<file path="src/rtl/wave_display.sv">
// Scope trace renderer: 3-cycle pixel pipeline reading one RAM bank per frame; no backpressure, follows the scan.
// WAVE_DISPLAY_INTERP_EN draws vertical segments between consecutive samples; otherwise single-dot trace.
module wave_display #(
  parameter logic [10:0] X_START   = 11'd256,
  parameter logic [23:0] TRACE_RGB = 24'hFFFFFF
) (
  input  logic        clk,
  input  logic        reset_n,
  input  logic [10:0] x,
  input  logic [9:0]  y,
  input  logic        valid,
  input  logic        read_index,
  input  logic [7:0]  read_value,
  output logic [8:0]  read_address,
  output logic        valid_pixel,
  output logic [7:0]  r,
  output logic [7:0]  g,
  output logic [7:0]  b,
  output logic        wave_display_idle
);

  typedef enum logic {ST_IDLE = 1'b0, ST_DRAW = 1'b1} state_t;

  state_t      state_q, state_d;
  logic        disp_bank_q, disp_bank_d;
  logic        idle_q, idle_d;
  logic [8:0]  read_address_q, read_address_d;
  logic        s1_vld_q, s1_vld_d;
  logic        s1_win_q, s1_win_d;
  logic [7:0]  s1_row_q, s1_row_d;
  logic        s2_vld_q, s2_vld_d;
  logic        s2_win_q, s2_win_d;
  logic [7:0]  s2_row_q, s2_row_d;
  logic        valid_pixel_q, valid_pixel_d;
  logic [23:0] rgb_q, rgb_d;

  logic        in_win;
  logic [7:0]  idx0;
  logic [7:0]  cur_row;
  logic        on_trace;
  logic        unused_y0;

  assign unused_y0 = y[0];

`ifdef WAVE_DISPLAY_INTERP_EN
  logic [7:0] s1_idx_q, s1_idx_d;
  logic [7:0] s2_idx_q, s2_idx_d;
  logic [7:0] prev_q, prev_d;
  logic [7:0] last_idx_q, last_idx_d;
  logic [7:0] prev_eff;
  logic [7:0] prev_row;
  logic [7:0] lo_row, hi_row;
`endif

  always_comb begin
    state_d     = state_q;
    disp_bank_d = disp_bank_q;
    case (state_q)
      ST_IDLE: begin
        disp_bank_d = ~read_index;
        if (!y[9]) state_d = ST_DRAW;
      end
      ST_DRAW: begin
        if (y[9]) state_d = ST_IDLE;
      end
      default: state_d = ST_IDLE;
    endcase
    idle_d = (state_d == ST_IDLE);
  end

  // Stage 0: window decode and RAM address generation.
  always_comb begin
    in_win = !y[9] && ({1'b0, x} >= {1'b0, X_START})
                   && ({1'b0, x} <  ({1'b0, X_START} + 12'd512));
    idx0   = 8'((x - X_START) >> 1);
    read_address_d = in_win ? {disp_bank_q, idx0} : read_address_q;
    s1_vld_d = valid;
    s1_win_d = in_win;
    s1_row_d = y[8:1];
    s2_vld_d = s1_vld_q;
    s2_win_d = s1_win_q;
    s2_row_d = s1_row_q;
  end

  // Stage 2: read_value belongs to the pixel carried in s2_*.
  always_comb begin
    cur_row = 8'd255 - read_value;
`ifdef WAVE_DISPLAY_INTERP_EN
    s1_idx_d   = idx0;
    s2_idx_d   = s1_idx_q;
    // Index 0 starts each row fresh so the previous row's last sample is not joined.
    prev_eff   = (s2_idx_q == 8'd0) ? read_value : prev_q;
    prev_row   = 8'd255 - prev_eff;
    lo_row     = (prev_row < cur_row) ? prev_row : cur_row;
    hi_row     = (prev_row < cur_row) ? cur_row : prev_row;
    on_trace   = (s2_row_q >= lo_row) && (s2_row_q <= hi_row);
    prev_d     = prev_q;
    last_idx_d = last_idx_q;
    if (s2_win_q) begin
      last_idx_d = s2_idx_q;
      if ((s2_idx_q != last_idx_q) || (s2_idx_q == 8'd0)) prev_d = read_value;
    end
`else
    on_trace = (s2_row_q == cur_row);
`endif
    valid_pixel_d = s2_vld_q && s2_win_q;
    rgb_d         = (valid_pixel_d && on_trace) ? TRACE_RGB : 24'h000000;
  end

  always_ff @(posedge clk or negedge reset_n) begin
    if (!reset_n) begin
      state_q        <= ST_IDLE;
      disp_bank_q    <= 1'b0;
      idle_q         <= 1'b0;
      read_address_q <= 9'd0;
      s1_vld_q       <= 1'b0;
      s1_win_q       <= 1'b0;
      s1_row_q       <= 8'd0;
      s2_vld_q       <= 1'b0;
      s2_win_q       <= 1'b0;
      s2_row_q       <= 8'd0;
      valid_pixel_q  <= 1'b0;
      rgb_q          <= 24'h000000;
`ifdef WAVE_DISPLAY_INTERP_EN
      s1_idx_q       <= 8'd0;
      s2_idx_q       <= 8'd0;
      prev_q         <= 8'd0;
      last_idx_q     <= 8'd0;
`endif
    end else begin
      state_q        <= state_d;
      disp_bank_q    <= disp_bank_d;
      idle_q         <= idle_d;
      read_address_q <= read_address_d;
      s1_vld_q       <= s1_vld_d;
      s1_win_q       <= s1_win_d;
      s1_row_q       <= s1_row_d;
      s2_vld_q       <= s2_vld_d;
      s2_win_q       <= s2_win_d;
      s2_row_q       <= s2_row_d;
      valid_pixel_q  <= valid_pixel_d;
      rgb_q          <= rgb_d;
`ifdef WAVE_DISPLAY_INTERP_EN
      s1_idx_q       <= s1_idx_d;
      s2_idx_q       <= s2_idx_d;
      prev_q         <= prev_d;
      last_idx_q     <= last_idx_d;
`endif
    end
  end

  assign read_address      = read_address_q;
  assign valid_pixel       = valid_pixel_q;
  assign r                 = rgb_q[23:16];
  assign g                 = rgb_q[15:8];
  assign b                 = rgb_q[7:0];
  assign wave_display_idle = idle_q;

endmodule

</file>
<file path="config.mk">
export PLATFORM = sky130hd
export DESIGN_NAME = wave_display
export DESIGN_NICKNAME = d
export VERILOG_FILES = /design/src/rtl/wave_display.sv
export SDC_FILE = /design/constraint.sdc
export NUM_CORES = 1
export LEC_CHECK = 0
export ABC_AREA = 1
export ABC_CLOCK_PERIOD_IN_PS = 1310
export CAP_MARGIN = 20
export CORE_MARGIN = 2
export CORE_UTILIZATION = 35
export DETAILED_ROUTE_END_ITERATION = 8
export GPL_ROUTABILITY_DRIVEN = 0
export PLACE_DENSITY = 0.79
export SYNTH_ARGS = -nofsm -noshare
export SYNTH_HDL_FRONTEND = slang
export SYNTH_SLANG_ARGS = --single-unit
</file>
<file path="constraint.sdc">
create_clock -name clk -period 1.31 [get_ports clk]
set_clock_uncertainty 0.15 [all_clocks]
set_input_delay 0.393 -clock clk [delete_from_list [all_inputs] [get_ports clk]]
set_output_delay 0.393 -clock clk [all_outputs]
set_load 0.02 [all_outputs]
</file>
* After elaboration in Yosys (flattened, before gate mapping)
Cells that the tools add are included.
Cells by class: order comparisons 2, reduce and logical (&&, ||, !) cells 5, muxes and demuxes 2, add/sub/neg operators 2, bitwise operators 1, equal/unequal tests 1
Operator list (number):
- $mux W24 | 1
- $ge A11 B9 Y1 const B | 1
- $lt A11 B10 Y1 const B | 1
- $sub A9 B9 Y9 const B | 1
- $eq A8 B8 Y1 | 1
- $sub A8 B8 Y8 const A | 1
- $logic_and A1 B1 Y1 | 4
- $logic_not A1 Y1 | 1
- $mux W1 | 1
- $not A1 Y1 | 1
Storage, ports and cells: register bits 57, logic and storage cells 25, output and inout port bits 35, input port bits 33

* Depth between registers and ports, before layout
depth after elaboration 4, gate-level depth with buffers 6, gate-level depth less buffers 6

* Worst setup path before layout
OpenSTA, ideal clock, no wires.
path kind register -> output, start register rgb_q[22] (netlist name), end output b[1], data arrival time 1.011 ns, path buffers 1, cell stages (with the launch flop) 2, path slack -0.244 ns, data required time 0.767 ns, cells stage by stage dfrtp_1 > buf_4
RTL lines:
- end: declaration | line 18 | output logic [7:0] b,

==> results.py <==
metrics = {
    "global_route": {
        "grt_pass1_vias": 873,
        "grt_use_total_pct": 12.39,
        "grt_pass1_wl_um": 3739,
        "grt_max_degree": 35,
        "grt_overflow_total": 0,
        "antenna_found_initial": 0,
    },
    "placed_design": {
        "dp_cells": 224,
        "hpwl_um": 1691,
        "port_buffers": 65,
    },
    "yosys": {
        "synth_edf_count": 0,
        "syn_nets": 164,
        "async_reset_ff_share_pct": 100.0,
        "synth.top_cells.by_count": "nand2_1 (44), dfrtp_1 (34), buf_4 (23)",
        "synthCells": 131,
        "yosys_most_used_dff": "dfrtp_1",
        "yosysWarnings": 0,
        "synth-seq-area-share_pct": 64.21,
        "synth_top_cell_by_area": "dfrtp_1",
        "syn-cell-area_sq_um": 1325,
        "ys_types": 11,
        "synth.most_common_cell": "nand2_1",
        "synth_seq_cells": 34,
        "avgSynthCellArea_sq_um": 10.11,
        "synthTopCellsByArea": "dfrtp_1 (64%), buf_4 (13%), nand2_1 (12%)",
        "netlist.area_leader.share_pct": 64.21,
    },
    "critical_path": {
        "r2r_end": "read_address[2]$_DFFE_PN0P_",
        "crit_arrival_ps": 1110,
        "critPathRequiredTime_ps": 770,
        "crit_start": "rgb_q[22]$_DFF_PN0_",
        "reg2reg_from": "read_address[2]$_DFFE_PN0P_",
        "rr_worst_depth": 5,
        "cp_max_fo": 6,
        "endpoint_kind": "output pin",
        "ff2ff_setup_slack_ps": 200,
        "endpoint": "g[7]",
        "critPathKind": "reg -> out",
        "startpoint_type": "register",
    },
    "detailed_routing": {
        "drt-total-wl_um": 2523,
        "dr.max_layer_used": "met4",
        "wl_per_cell_um": 10.56,
        "wl_met1_um": 895,
        "drc": 0,
        "drt-initial-drc-count": 10,
        "dr.pass1.iters": 3,
        "via_per_inst": 4.067,
        "vias": 972,
        "ant_nets": 0,
        "dr_wl_met3_um": 351,
        "wl_met2_um": 1221,
    },
    "pwr": {
        "leakage_nw": 1.093,
        "vdd_drop_max_mv": 0.8589,
        "p_per_area_nw_per_um2": 1267,
    },
    "cts": {
        "root_buffer": "clkbuf_8",
        "cts_num_sinks": 34,
        "clk_pin_slew_ps": 70,
        "htree_levels": 2,
        "cts_made_buffers": 5,
        "ctsLongestPathBuffers": 2,
        "cts_hold_buf": 0,
        "insertion_delay_ps": 290,
        "cts_tree": "built",
    },
    "floorplanning": {
        "start_util_pct": 36.19,
        "die-width_um": 65.53,
        "core-area_sq_um": 3661,
        "fp.dieArea_sq_um": 4294,
        "num_io_pins": 68,
        "num_rows": 22,
        "die_h_um": 65.53,
    },
    "hold_path": {
        "min-delay-start": "y[9]",
        "hold_class": "in -> reg",
    },
    "layout": {
        "antenna_cells": 0,
        "largest_reg_flops": 9,
        "utilization_pct": 56.25,
        "drive_gt1_share_pct": 30.89,
        "nets": 223,
        "instances_no_fill": 239,
        "area_growth_syn_to_layout_pct": 55.43,
    },
    "sta": {
        "fin_crit_ps": 1655,
        "clock.fmax_mhz": 604.4,
        "period_share_pct": 126.3,
        "slew_headroom_pct": 88.02,
        "timing.final.ws_setup_ps": -344.7,
        "worst_slew_pin_slew_ps": 179.8,
        "fin_hold_ws_ps": 137.2,
        "slew_violations": 0,
        "finalSetupViolCount": 35,
        "grt_setup_unrepaired": "true",
        "hold_violations": 0,
    },
    "outcome": {
        "violations": "negative setup slack",
        "outcome": "finished with violations",
    },
    "flow_run": {
        "drv_cap": 0,
    },
}
power by group:
part	switching, W	leakage [nW]	internal [W]
logic	0.000204	0.625	0.000269
registers	0.0000588	0.410	0.00115
clock network	0.000374	0.0579	0.000559
total	0.000637	1.09	0.00197
logic make-up (layout without fill, tap and decap cells):
logic type      Yosys count  in the layout  synth area share, %
buf+inv                  38             98                17.85
xor+xnor                  2              2                1.322
compound gates            3              3                1.133
flops                    34             34                64.21
simple gates             54             54                15.49
repair_timing:
action | CTS | global route
buffers inserted | 1 | 5
setup endpoints to repair | 44 | 44
resized for setup | 97 | 95
cloned | 0 | 1
pin swaps | 2 | 0
hold endpoints to repair | 0 | 0
cells in the final DEF, fill, tap and decap left out, drive strengths merged:
cell / synthesis / layout
buf: 24 / 39
bufinv: 0 / 1
clkbuf: 0 / 12
clkdlybuf4s50: 0 / 27
clkinv: 0 / 2
dfrtp: 34 / 34
dlygate4sd2: 0 / 2
dlymetal6s2s: 0 / 1
inv: 14 / 14
nand2: 44 / 44
nand3: 2 / 2
nor2: 8 / 8
o21ai: 3 / 3
xor2: 2 / 2
critical path, stage by stage (launching register included):
cell      delay, ps
dfrtp_4         520
buf_6           150
clkbuf_2        150
routing by layer:
layer	vias up	GRT usage (%)
met4	0	7.031
met1	428	12.07
met3	5	8.048
li1	479	-
met2	60	19.77
met5	-	0
area by class of cell:
type / count / area (sq um)
timing repair buffer: 76 / 738.2
tap: 48 / 60.06
sequential: 34 / 854.6
fill: 329 / 1602
clock buffer: 5 / 68.82
inverter: 14 / 52.55
multi-input combinational: 59 / 245.2
clock inverter: 3 / 40.04
per-stage QoR:
step           power [W]  area (sq um)  setup TNS, ps  worst slack [ps]
2_1_floorplan   0.001368          1329              0             8.198
3_3_place_gp    0.001637          1898         -14760            -390.5
3_5_place_dp    0.001647          1898         -15470            -435.6
4_1_cts         0.002629          1998         -11260            -452.9
5_1_grt         0.002741          2059          -9610            -383.5
6_report        0.002610          2059          -8397            -344.7
worst min-delay path by stage:
stage / endpoint / slack, ps / cells after the start
floorplan: disp_bank_q$_DFFE_PN0N_ / -50 / 0
global placement: s2_row_q[2]$_DFF_PN0_ / 180 / 0
detailed placement: s2_row_q[0]$_DFF_PN0_ / 190 / 0
CTS: s2_row_q[0]$_DFF_PN0_ / 200 / 0
global route: wave_display_idle$_DFF_PN0_ / 140 / 1
finish: wave_display_idle$_DFF_PN0_ / 140 / 1
No activity file was read; power rests on OpenSTA's default activity.
